[src/rtl/fetch_pc_gen_pkg.sv]
// Shared types and constants for the fetch-PC generator.
package fetch_pkg;

    typedef enum logic [1:0] {
        ISSUE = 2'd0,
        WAIT  = 2'd1,
        FLUSH = 2'd2
    } state_e;

    localparam logic [31:0] RESET_VEC_DEFAULT = 32'hBFC0_0000;
    localparam int          INSN_BYTES        = 4;
    localparam int          MAX_FETCH_WIDTH   = 8;

endpackage

[src/rtl/fetch_pc_gen_if.sv]
// I-cache request/response channel between the fetch-PC generator and the cache front end.
interface fetch_pc_gen_if #(
    parameter int CNT_W = 2
);
    logic             req_valid;
    logic             req_ready;
    logic [31:0]      req_pc;
    logic [CNT_W-1:0] req_cnt;
    logic             rsp_valid;
    logic [CNT_W-1:0] rsp_cnt;
    logic             rsp_drop;

    modport master (
        output req_valid, req_pc, req_cnt, rsp_drop,
        input  req_ready, rsp_valid, rsp_cnt
    );

    modport slave (
        input  req_valid, req_pc, req_cnt, rsp_drop,
        output req_ready, rsp_valid, rsp_cnt
    );
endinterface

[src/rtl/fetch_pc_gen_redirect_hold.sv]
// Exception/branch priority mux plus the pending-target register used while a
// squashed fetch is still in flight.
module fetch_redirect_hold (
    input  logic        clk,
    input  logic        reset,
    input  logic        is_exception,
    input  logic [31:0] addr_exception,
    input  logic        is_branch,
    input  logic [31:0] addr_branch,
    input  logic        load_pending,
    input  logic        clear_pending,
    output logic        redir,
    output logic [31:0] target,
    output logic [31:0] resume
);
    logic [31:0] pending;

    assign redir  = is_exception | is_branch;
    assign target = is_exception ? addr_exception : addr_branch;
    // A redirect in the same cycle as the stale response beats the held one.
    assign resume = redir ? target : pending;

    // NOTE: registers take non-blocking assignments so every flop samples pre-edge values.
    always_ff @(posedge clk) begin
        if (reset) begin
            pending <= '0;
        end else if (load_pending) begin
            pending <= target;
        end else if (clear_pending) begin
            pending <= '0;
        end
    end

endmodule

[src/rtl/fetch_pc_gen.sv]
// Fetch-PC generator: one outstanding I-cache fetch, redirect arbitration and
// stale-response squashing. Optional macro FETCH_PC_ALIGN_EN trims groups at aligned boundaries.
module fetch_pc_gen
    import fetch_pkg::*;
#(
    parameter int          FETCH_WIDTH = 2,
    parameter logic [31:0] RESET_VEC   = RESET_VEC_DEFAULT,
    parameter int          CNT_W       = $clog2(FETCH_WIDTH + 1)
) (
    input  logic            clk,
    input  logic            reset,
    input  logic            en,
    input  logic            full,
    input  logic            is_exception,
    input  logic [31:0]     addr_exception,
    input  logic            is_branch,
    input  logic [31:0]     addr_branch,
    fetch_pc_gen_if.master  bus,
    output logic [31:0]     pc,
    output logic            busy
);
    state_e           state, state_n;
    logic [31:0]      pc_n;
    logic [CNT_W-1:0] cnt_lat;
    logic [CNT_W-1:0] req_cnt_w;
    logic [CNT_W-1:0] eff_cnt;
    logic             cnt_load;
    logic             load_pending, clear_pending;
    logic             redir;
    logic [31:0]      target, resume;

    fetch_redirect_hold u_redirect_hold (
        .clk            (clk),
        .reset          (reset),
        .is_exception   (is_exception),
        .addr_exception (addr_exception),
        .is_branch      (is_branch),
        .addr_branch    (addr_branch),
        .load_pending   (load_pending),
        .clear_pending  (clear_pending),
        .redir          (redir),
        .target         (target),
        .resume         (resume)
    );

`ifdef FETCH_PC_ALIGN_EN
    // Word offset inside the FETCH_WIDTH*4-byte group; mask form also covers FETCH_WIDTH=1.
    localparam logic [31:0] OFF_MASK = 32'(FETCH_WIDTH - 1);
    logic [31:0] grp_off;
    assign grp_off   = (pc >> 2) & OFF_MASK;
    assign req_cnt_w = CNT_W'(FETCH_WIDTH) - CNT_W'(grp_off);
`else
    assign req_cnt_w = CNT_W'(FETCH_WIDTH);
`endif

    // The cache may return more than was asked for; never advance past the request.
    assign eff_cnt = (bus.rsp_cnt < cnt_lat) ? bus.rsp_cnt : cnt_lat;

    assign bus.req_pc  = pc;
    assign bus.req_cnt = req_cnt_w;
    assign busy        = (state != ISSUE);

    always_ff @(posedge clk) begin
        if (reset) begin
            state   <= ISSUE;
            pc      <= RESET_VEC;
            cnt_lat <= '0;
        end else begin
            state <= state_n;
            pc    <= pc_n;
            if (cnt_load) begin
                cnt_lat <= req_cnt_w;
            end
        end
    end

    // NOTE: every output of this block gets a default first, so no path can infer a latch.
    always_comb begin
        state_n       = state;
        pc_n          = pc;
        bus.req_valid = 1'b0;
        bus.rsp_drop  = 1'b0;
        cnt_load      = 1'b0;
        load_pending  = 1'b0;
        clear_pending = 1'b0;

        unique case (state)
            ISSUE: begin
                bus.req_valid = en & ~full & ~redir;
                if (redir) begin
                    pc_n = target;
                end else if (bus.req_valid && bus.req_ready) begin
                    cnt_load = 1'b1;
                    state_n  = WAIT;
                end
            end
            WAIT: begin
                if (bus.rsp_valid) begin
                    state_n = ISSUE;
                    if (redir) begin
                        bus.rsp_drop = 1'b1;
                        pc_n         = target;
                    end else begin
                        pc_n = pc + 32'(eff_cnt) * 32'(INSN_BYTES);
                    end
                end else if (redir) begin
                    load_pending = 1'b1;
                    state_n      = FLUSH;
                end
            end
            FLUSH: begin
                if (bus.rsp_valid) begin
                    bus.rsp_drop  = 1'b1;
                    pc_n          = resume;
                    clear_pending = 1'b1;
                    state_n       = ISSUE;
                end else if (redir) begin
                    load_pending = 1'b1;
                end
            end
            default: begin
                state_n = ISSUE;
            end
        endcase
    end

endmodule

[src/flat_wrapper.sv]
// flat-port wrapper written by rule: the top's interface ports become plain ports
module fetch_pc_gen_flat import fetch_pkg::*;
#(
    parameter int          FETCH_WIDTH = 2,
    parameter logic [31:0] RESET_VEC   = RESET_VEC_DEFAULT,
    parameter int          CNT_W       = $clog2(FETCH_WIDTH + 1)
)
  (clk, reset, en, full, is_exception, addr_exception, is_branch, addr_branch, pc, busy, bus_req_valid, bus_req_pc, bus_req_cnt, bus_rsp_drop, bus_req_ready, bus_rsp_valid, bus_rsp_cnt);
  fetch_pc_gen_if #(.CNT_W(CNT_W)) bus_i ();
  input  logic clk;
  input  logic reset;
  input  logic en;
  input  logic full;
  input  logic is_exception;
  input  logic [31:0] addr_exception;
  input  logic is_branch;
  input  logic [31:0] addr_branch;
  output logic [31:0] pc;
  output logic busy;
  output wire logic [$bits(bus_i.req_valid)-1:0] bus_req_valid;
  output wire logic [$bits(bus_i.req_pc)-1:0] bus_req_pc;
  output wire logic [$bits(bus_i.req_cnt)-1:0] bus_req_cnt;
  output wire logic [$bits(bus_i.rsp_drop)-1:0] bus_rsp_drop;
  input wire logic [$bits(bus_i.req_ready)-1:0] bus_req_ready;
  input wire logic [$bits(bus_i.rsp_valid)-1:0] bus_rsp_valid;
  input wire logic [$bits(bus_i.rsp_cnt)-1:0] bus_rsp_cnt;
  assign bus_req_valid = bus_i.req_valid;
  assign bus_req_pc = bus_i.req_pc;
  assign bus_req_cnt = bus_i.req_cnt;
  assign bus_rsp_drop = bus_i.rsp_drop;
  assign bus_i.req_ready = bus_req_ready;
  assign bus_i.rsp_valid = bus_rsp_valid;
  assign bus_i.rsp_cnt = bus_rsp_cnt;
  fetch_pc_gen #(.FETCH_WIDTH(FETCH_WIDTH), .RESET_VEC(RESET_VEC), .CNT_W(CNT_W)) u_core (.clk(clk), .reset(reset), .en(en), .full(full), .is_exception(is_exception), .addr_exception(addr_exception), .is_branch(is_branch), .addr_branch(addr_branch), .bus(bus_i), .pc(pc), .busy(busy));
endmodule
[config.mk]
export PLATFORM = sky130hd
export DESIGN_NAME = fetch_pc_gen_flat
export DESIGN_NICKNAME = d
export VERILOG_FILES = /design/src/rtl/fetch_pc_gen_pkg.sv /design/src/rtl/fetch_pc_gen_if.sv /design/src/rtl/fetch_pc_gen_redirect_hold.sv /design/src/rtl/fetch_pc_gen.sv /design/src/flat_wrapper.sv
export SDC_FILE = /design/constraint.sdc
export NUM_CORES = 1
export LEC_CHECK = 0
export ABC_AREA = 1
export CAP_MARGIN = 20
export CORE_MARGIN = 2
export CORE_UTILIZATION = 25
export DETAILED_ROUTE_END_ITERATION = 16
export PLACE_DENSITY = 0.51
export SKIP_LAST_GASP = 1
export SYNTH_ARGS = -nofsm -noshare
export SYNTH_HDL_FRONTEND = slang
export SYNTH_SLANG_ARGS = --single-unit
[constraint.sdc]
create_clock -name clk -period 2.49 [get_ports clk]
set_input_delay 0.249 -clock clk [delete_from_list [all_inputs] [get_ports clk]]
set_output_delay 0.249 -clock clk [all_outputs]
set_load 0.02 [all_outputs]
### Word-level counts from Yosys, hierarchy flattened

Cells that the tools add are included.

* add/sub/neg operators: 1
* multipliers: 0
* divide/modulo/power cells: 0
* magnitude comparators: 1
* equal/unequal tests: 8
* shift operators: 0
* multiplexer cells: 27
* bitwise operators: 5
* reduce and logical (&&, ||, !) cells: 8

Operators with widths (number)
* $mux 32: 8
* $pmux 32 s3: 1
* $add 32x4->32: 1
* $mux 2: 6
* $mux 1: 10
* $reduce_and 4->1: 2
* $ne 2x2->1 const B: 3
* $pmux 2 s3: 1
* $ne 2x1->1 const B: 2
* $reduce_bool 2->1: 2
* $ne 3x2->1 const B: 1
* $reduce_bool 3->1: 1
* $and 1x1->1: 2
* $eq 2x1->1 const B: 1
* $eq 2x2->1 const B: 1
* $logic_not 2->1: 1
* $lt 2x2->1: 1
* $not 1->1: 2
* $pmux 1 s2: 1
* $reduce_or 2->1: 1
* $logic_and 1x1->1: 1
* $or 1x1->1: 1

* register bits after elaboration: 67
* bits in latches: 0
* RAM bits: 0
* ROM bits: 0
* input bits: 74
* output and inout port bits: 69
* word-level logic and storage cells: 54
* memories kept: 0

### Logic depth before layout (Yosys ltp)

* depth in word-level cells: 7
* mapped depth: 16
* mapped depth without buffers: 16

### Modules after synthesis

Synthesis repeated with hierarchy kept, for this count alone.

* cells, all modules: 983
* area, all modules: 5766.8 um^2

Modules (own cells, without submodules)
* fetch_pc_gen: instances 1, cells an instance 533, area each 3233.1 um^2, seq. area each 700.7 um^2
* fetch_redirect_hold: instances 1, cells an instance 450, area each 2533.7 um^2, seq. area each 640.6 um^2

### Worst setup path before layout

Ideal clock, no wire load.

* path type: register -> register
* from: reg u_core.pc[2], in the netlist u_core.bus.req_pc[2]
* to: reg u_core.pc[28], in the netlist u_core.bus.req_pc[28]
* setup time: 0.115 ns
* arrival time: 1.848 ns
* required time: 2.375 ns
* slack: 0.527 ns
* cell stages (with the launch flop): 14
* buffers on the path: 0
* period minus slack after synthesis: 1.963 ns
* cell sequence: dfxtp_1 > ha_1 > fa_1 > nand2_2 > nor2_4 > nand2_2 > nor2_4 > nand2_1 > xor2_1 > nand2_1 > nand3_1 > nand2_1 > nand2_1 > nand2_1

* cells in the longest elaborated chain, start to end: 4

Ends and longest elaborated chain
* start: declaration: line fetch_pc_gen.sv:19 `output logic [31:0] pc,`
* start signal: assignment: line fetch_pc_gen.sv:70 `pc <= pc_n;`
* $add 32x4->32: line fetch_pc_gen.sv:104 `pc_n = pc + 32'(eff_cnt) * 32'(INSN_BYTES);`
* $mux 32: line fetch_pc_gen.sv:100 `if (redir) begin`
* $mux 32: line fetch_pc_gen.sv:98 `if (bus.rsp_valid) begin`
* $pmux 32 s3: line fetch_pc_gen.sv:87 `unique case (state)`

Every way passes these cells. The select of a mux whose other input is x is not followed.
A chain may end at the register's enable or synchronous reset.

### Worst setup path after layout

* from: reg u_core.state[0]
* to: out bus_rsp_drop

* cells in the longest elaborated chain, start to end: 2
* elaborated cells on any way between the ends: 3
* those cells by class: eq/ne: 2; mux: 1

Ends and longest elaborated chain
* start: declaration: line fetch_pc_gen.sv:22 `state_e state, state_n;`
* start signal: assignment: line fetch_pc_gen.sv:69 `state <= state_n;`
* $eq 2x2->1 / $eq 2x1->1 (equally long branches): line fetch_pc_gen.sv:87
* $pmux 1 s2 (*): line fetch_pc_gen.sv:87
* end: declaration: line flat_wrapper.sv:23 `output wire logic [$bits(bus_i.rsp_drop)-1:0] bus_rsp_drop;`

Every way passes the cells marked *; elsewhere a longest branch is shown, timed or not.

==> flow_metrics.env <==
export IMPL_clockPowerShare_pct=18.5
export IMPL_slew_limit_headroom_pct=55.7
export IMPL_fp_coreArea_mm2=0.0194
export IMPL_hold_buffers=0
export IMPL_timing_final_ws_setup_ns=0.247
export IMPL_rr_worst_depth=13
export IMPL_die_area_mm2=0.0208
export IMPL_crit_path_start_kind="register"
export IMPL_die_x_um=144
export IMPL_hold_viol=0
export IMPL_status="finished clean"
export IMPL_switching_share_pct=45.7
export IMPL_synth_edf_count=0
export IMPL_p_int_mw=3.60
export IMPL_seq_area_frac_synth_pct=27.2
export IMPL_hp_class="input port to register"
export IMPL_grt_pass1_vias=5121
export IMPL_place_detailed_instances=1198
export IMPL_min_path_cells=3
export IMPL_crit_required_ns=2.24
export IMPL_clkLatencyLatePin_ns=0.35
export IMPL_max_freq_ghz=0.446
export IMPL_cp_arrival_ns=1.99
export IMPL_drtPass1Iterations=5
export IMPL_rsz0062_at_grt="false"
export IMPL_end_kind="output pin"
export IMPL_start_util_pct=25.4
export IMPL_cts_path_max_buffers=2
export IMPL_portBuffers=140
export IMPL_floorplan_rows=51
export IMPL_post_dp_hpwl_um=13700
export IMPL_avgSynthCellArea_um2=5.92
export IMPL_grt_pass1_wl_um=29200
export IMPL_synth_top_area_share_pct=27.8
export IMPL_max_stage_delay_ns=0.64
export IMPL_synth_area_top_cells="nand2_1, dfxtp_1, a21oi_1"
export IMPL_switchingPower_mw=3.04
export IMPL_yosys_warnings=0
export IMPL_syn_nets=913
export IMPL_drive_gt1_share_pct=7.80
export IMPL_numCtsBuffers=9
export IMPL_slowest_stage="clkdlybuf4s50_1"
export IMPL_diodes=0
export IMPL_worst_slew_pin_slew_ns=0.664
export IMPL_drc=0
export IMPL_cap_violations=0
export IMPL_routabilityCongestion=0.835
export IMPL_worstHoldEndpoint="u_core.cnt_lat[1]$_SDFFE_PP0P_"
export IMPL_synthFlopType="dfxtp_1"
export IMPL_worst_path_max_fanout=4
export IMPL_synth_area_mm2=0.00492
export IMPL_drt_iter0_drc=404
export IMPL_synth_seq_cells=67
export IMPL_htreeDepth=3
export IMPL_overflow=0
export IMPL_grt_max_degree=54
export IMPL_clk_pin_slew_ns=0.06
export IMPL_finalNonFillerCells=1214
export IMPL_finalSetupTns_ns=0
export IMPL_synth_cells=832
export IMPL_grt_use_total_pct=18.3
export IMPL_area_growth_syn_to_layout_pct=37.8
export IMPL_hold_ws_ns=0.416
export IMPL_rr_startpoint="u_core.cnt_lat[1]$_SDFFE_PP0P_"
export IMPL_fin_nets=1025
export IMPL_combPwrFrac_pct=54.6
export IMPL_skew_ns=0.00608
export IMPL_r2r_end="u_core.bus.req_pc[24]$_SDFFE_PP1P_"
export IMPL_cts_resized=0
export IMPL_path_cells="inv_1 -> ha_1 -> inv_1 -> a21oi_1 -> clkdlybuf4s50_1"
export IMPL_final_common_cell="nand2_1"
export IMPL_ant_nets=0
export IMPL_antenna_found_initial=0
export IMPL_path_class="register to output pin"
export IMPL_total_power_mw=6.64
export IMPL_p_leak_nw=2.79
export IMPL_synth_async_reset_ratio_pct=0
export IMPL_avgViaCountPerCell=4.67
export IMPL_setup_violations=0
export IMPL_synth_cell_type_count=36
export IMPL_drt_wirelength_per_cell_um=15.5
export IMPL_p_per_area_mw_per_mm2=978
export IMPL_pre_cts_slack_ns=0.0344
export IMPL_numClockSinks=67
export IMPL_cts_tree="built"
export IMPL_ff2ff_setup_slack_ns=0.36
export IMPL_layout_common_cells="nand2_1, clkdlybuf4s50_1, a21oi_1, dfxtp_1, inv_1"
export IMPL_routed_wirelength_um=18800
export IMPL_post_route_period_util_pct=90.1
export IMPL_yosysTopAreaCell="nand2_1"
export IMPL_die_h_um=144
export IMPL_io_pins=143
export IMPL_seq_power_share_pct=26.8
export IMPL_hp_start="reset"
export IMPL_finalMaxSlewViolations=0
export IMPL_vias=5664
export IMPL_vdd_ir_drop_max_uv=370
export IMPL_postCtsSetupRepairBufs=0
export IMPL_clockRootBuffer="clkbuf_16"
export IMPL_min_period_ns=2.24
export IMPL_cp_common_cell="inv_1"
==> worst max-delay path, delay by kind of cell (launching register included) <==
kind	cells	cell delay, ns
flip-flops	1	0.38
buffers and inverters	3	0.79
adder cells (fa/ha/maj)	1	0.31
AO/OA/AOI/OAI	1	0.16
==> layout make-up <==
class	count	area, um2
clock buffers	14	264
multi-input cells	643	2950
fillers	2165	12600
well taps	265	332
inverters	46	173
repair buffers	177	1710
flip-flops and latches	67	1340
clock inverters	2	10.0
==> cell families after synthesis <==
group                    count (synthesis)  share of synthesized area [%]
flip-flops                              67                           27.2
buffers and inverters                  122                           12.9
AO/OA/AOI/OAI                          156                           17.4
other                                    2                          0.153
AND/OR/NAND/NOR                        471                           39.2
XOR/XNOR                                 7                           1.25
adder cells (fa/ha/maj)                  7                           1.93
==> metal layers <==
layer  vias up  part of all wire (%)  GRT usage [%]
li1       2863                     -              -
met1      2618                    50           27.0
met2       160                    44           27.4
met3        23                   4.3           2.05
met4         0                   2.1           6.64
met5         -                     0              0
==> synthesized netlist by cell type, types with 9 or more instances <==
master    number
a21oi_1       82
a31oi_1       20
buf_2         23
buf_4         35
clkbuf_1      16
dfxtp_1       67
inv_1         45
nand2_1      365
nand3_1       36
nor2_1        37
o21ai_0       29
o21ai_1        9
==> registers in the layout, indices dropped and copies added (netlist names) <==
signal                          flops
u_core.cnt_lat                      1
u_core.state                        2
u_core.u_redirect_hold.pending     32
u_core.bus.req_pc                  32
==> power groups by stage <==
stage | registers (mW) | logic, mW | clock network [mW]
3_5_place_dp | 1.80 | 3.61 | 0
6_report | 1.78 | 3.63 | 1.23
5_1_grt | 1.82 | 3.98 | 1.30
4_1_cts | 1.78 | 3.62 | 1.24
3_3_place_gp | 1.80 | 3.62 | 0
2_1_floorplan | 1.90 | 2.05 | 0
==> worst max path at each step <==
stage	end	cells past startpoint	startpoint	slack, ns
final	bus_rsp_drop	5	u_core.state[0]$_SDFFE_PP0P_	0.25
after floorplan	u_core.bus.req_pc[28]$_SDFFE_PP1P_	13	u_core.bus.req_pc[2]$_SDFFE_PP0P_	0.53
after detailed placement	u_core.bus.req_pc[24]$_SDFFE_PP1P_	14	bus_rsp_cnt[0]	0.03
after global placement	u_core.bus.req_pc[24]$_SDFFE_PP1P_	14	bus_rsp_cnt[0]	0.08
after global routing	u_core.bus.req_pc[14]$_SDFFE_PP0P_	15	u_core.cnt_lat[1]$_SDFFE_PP0P_	0.03
after CTS	bus_rsp_drop	5	u_core.state[0]$_SDFFE_PP0P_	0.20
==> metrics by stage <==
stage	area (um2)	utilization, %
after floorplan	4920	-
after global placement	6510	33.6
after detailed placement	6510	33.6
after CTS	6790	35.0
after global routing	6790	35.0
final	6790	35.0
Note: power is estimated with default switching activity, not from simulation.
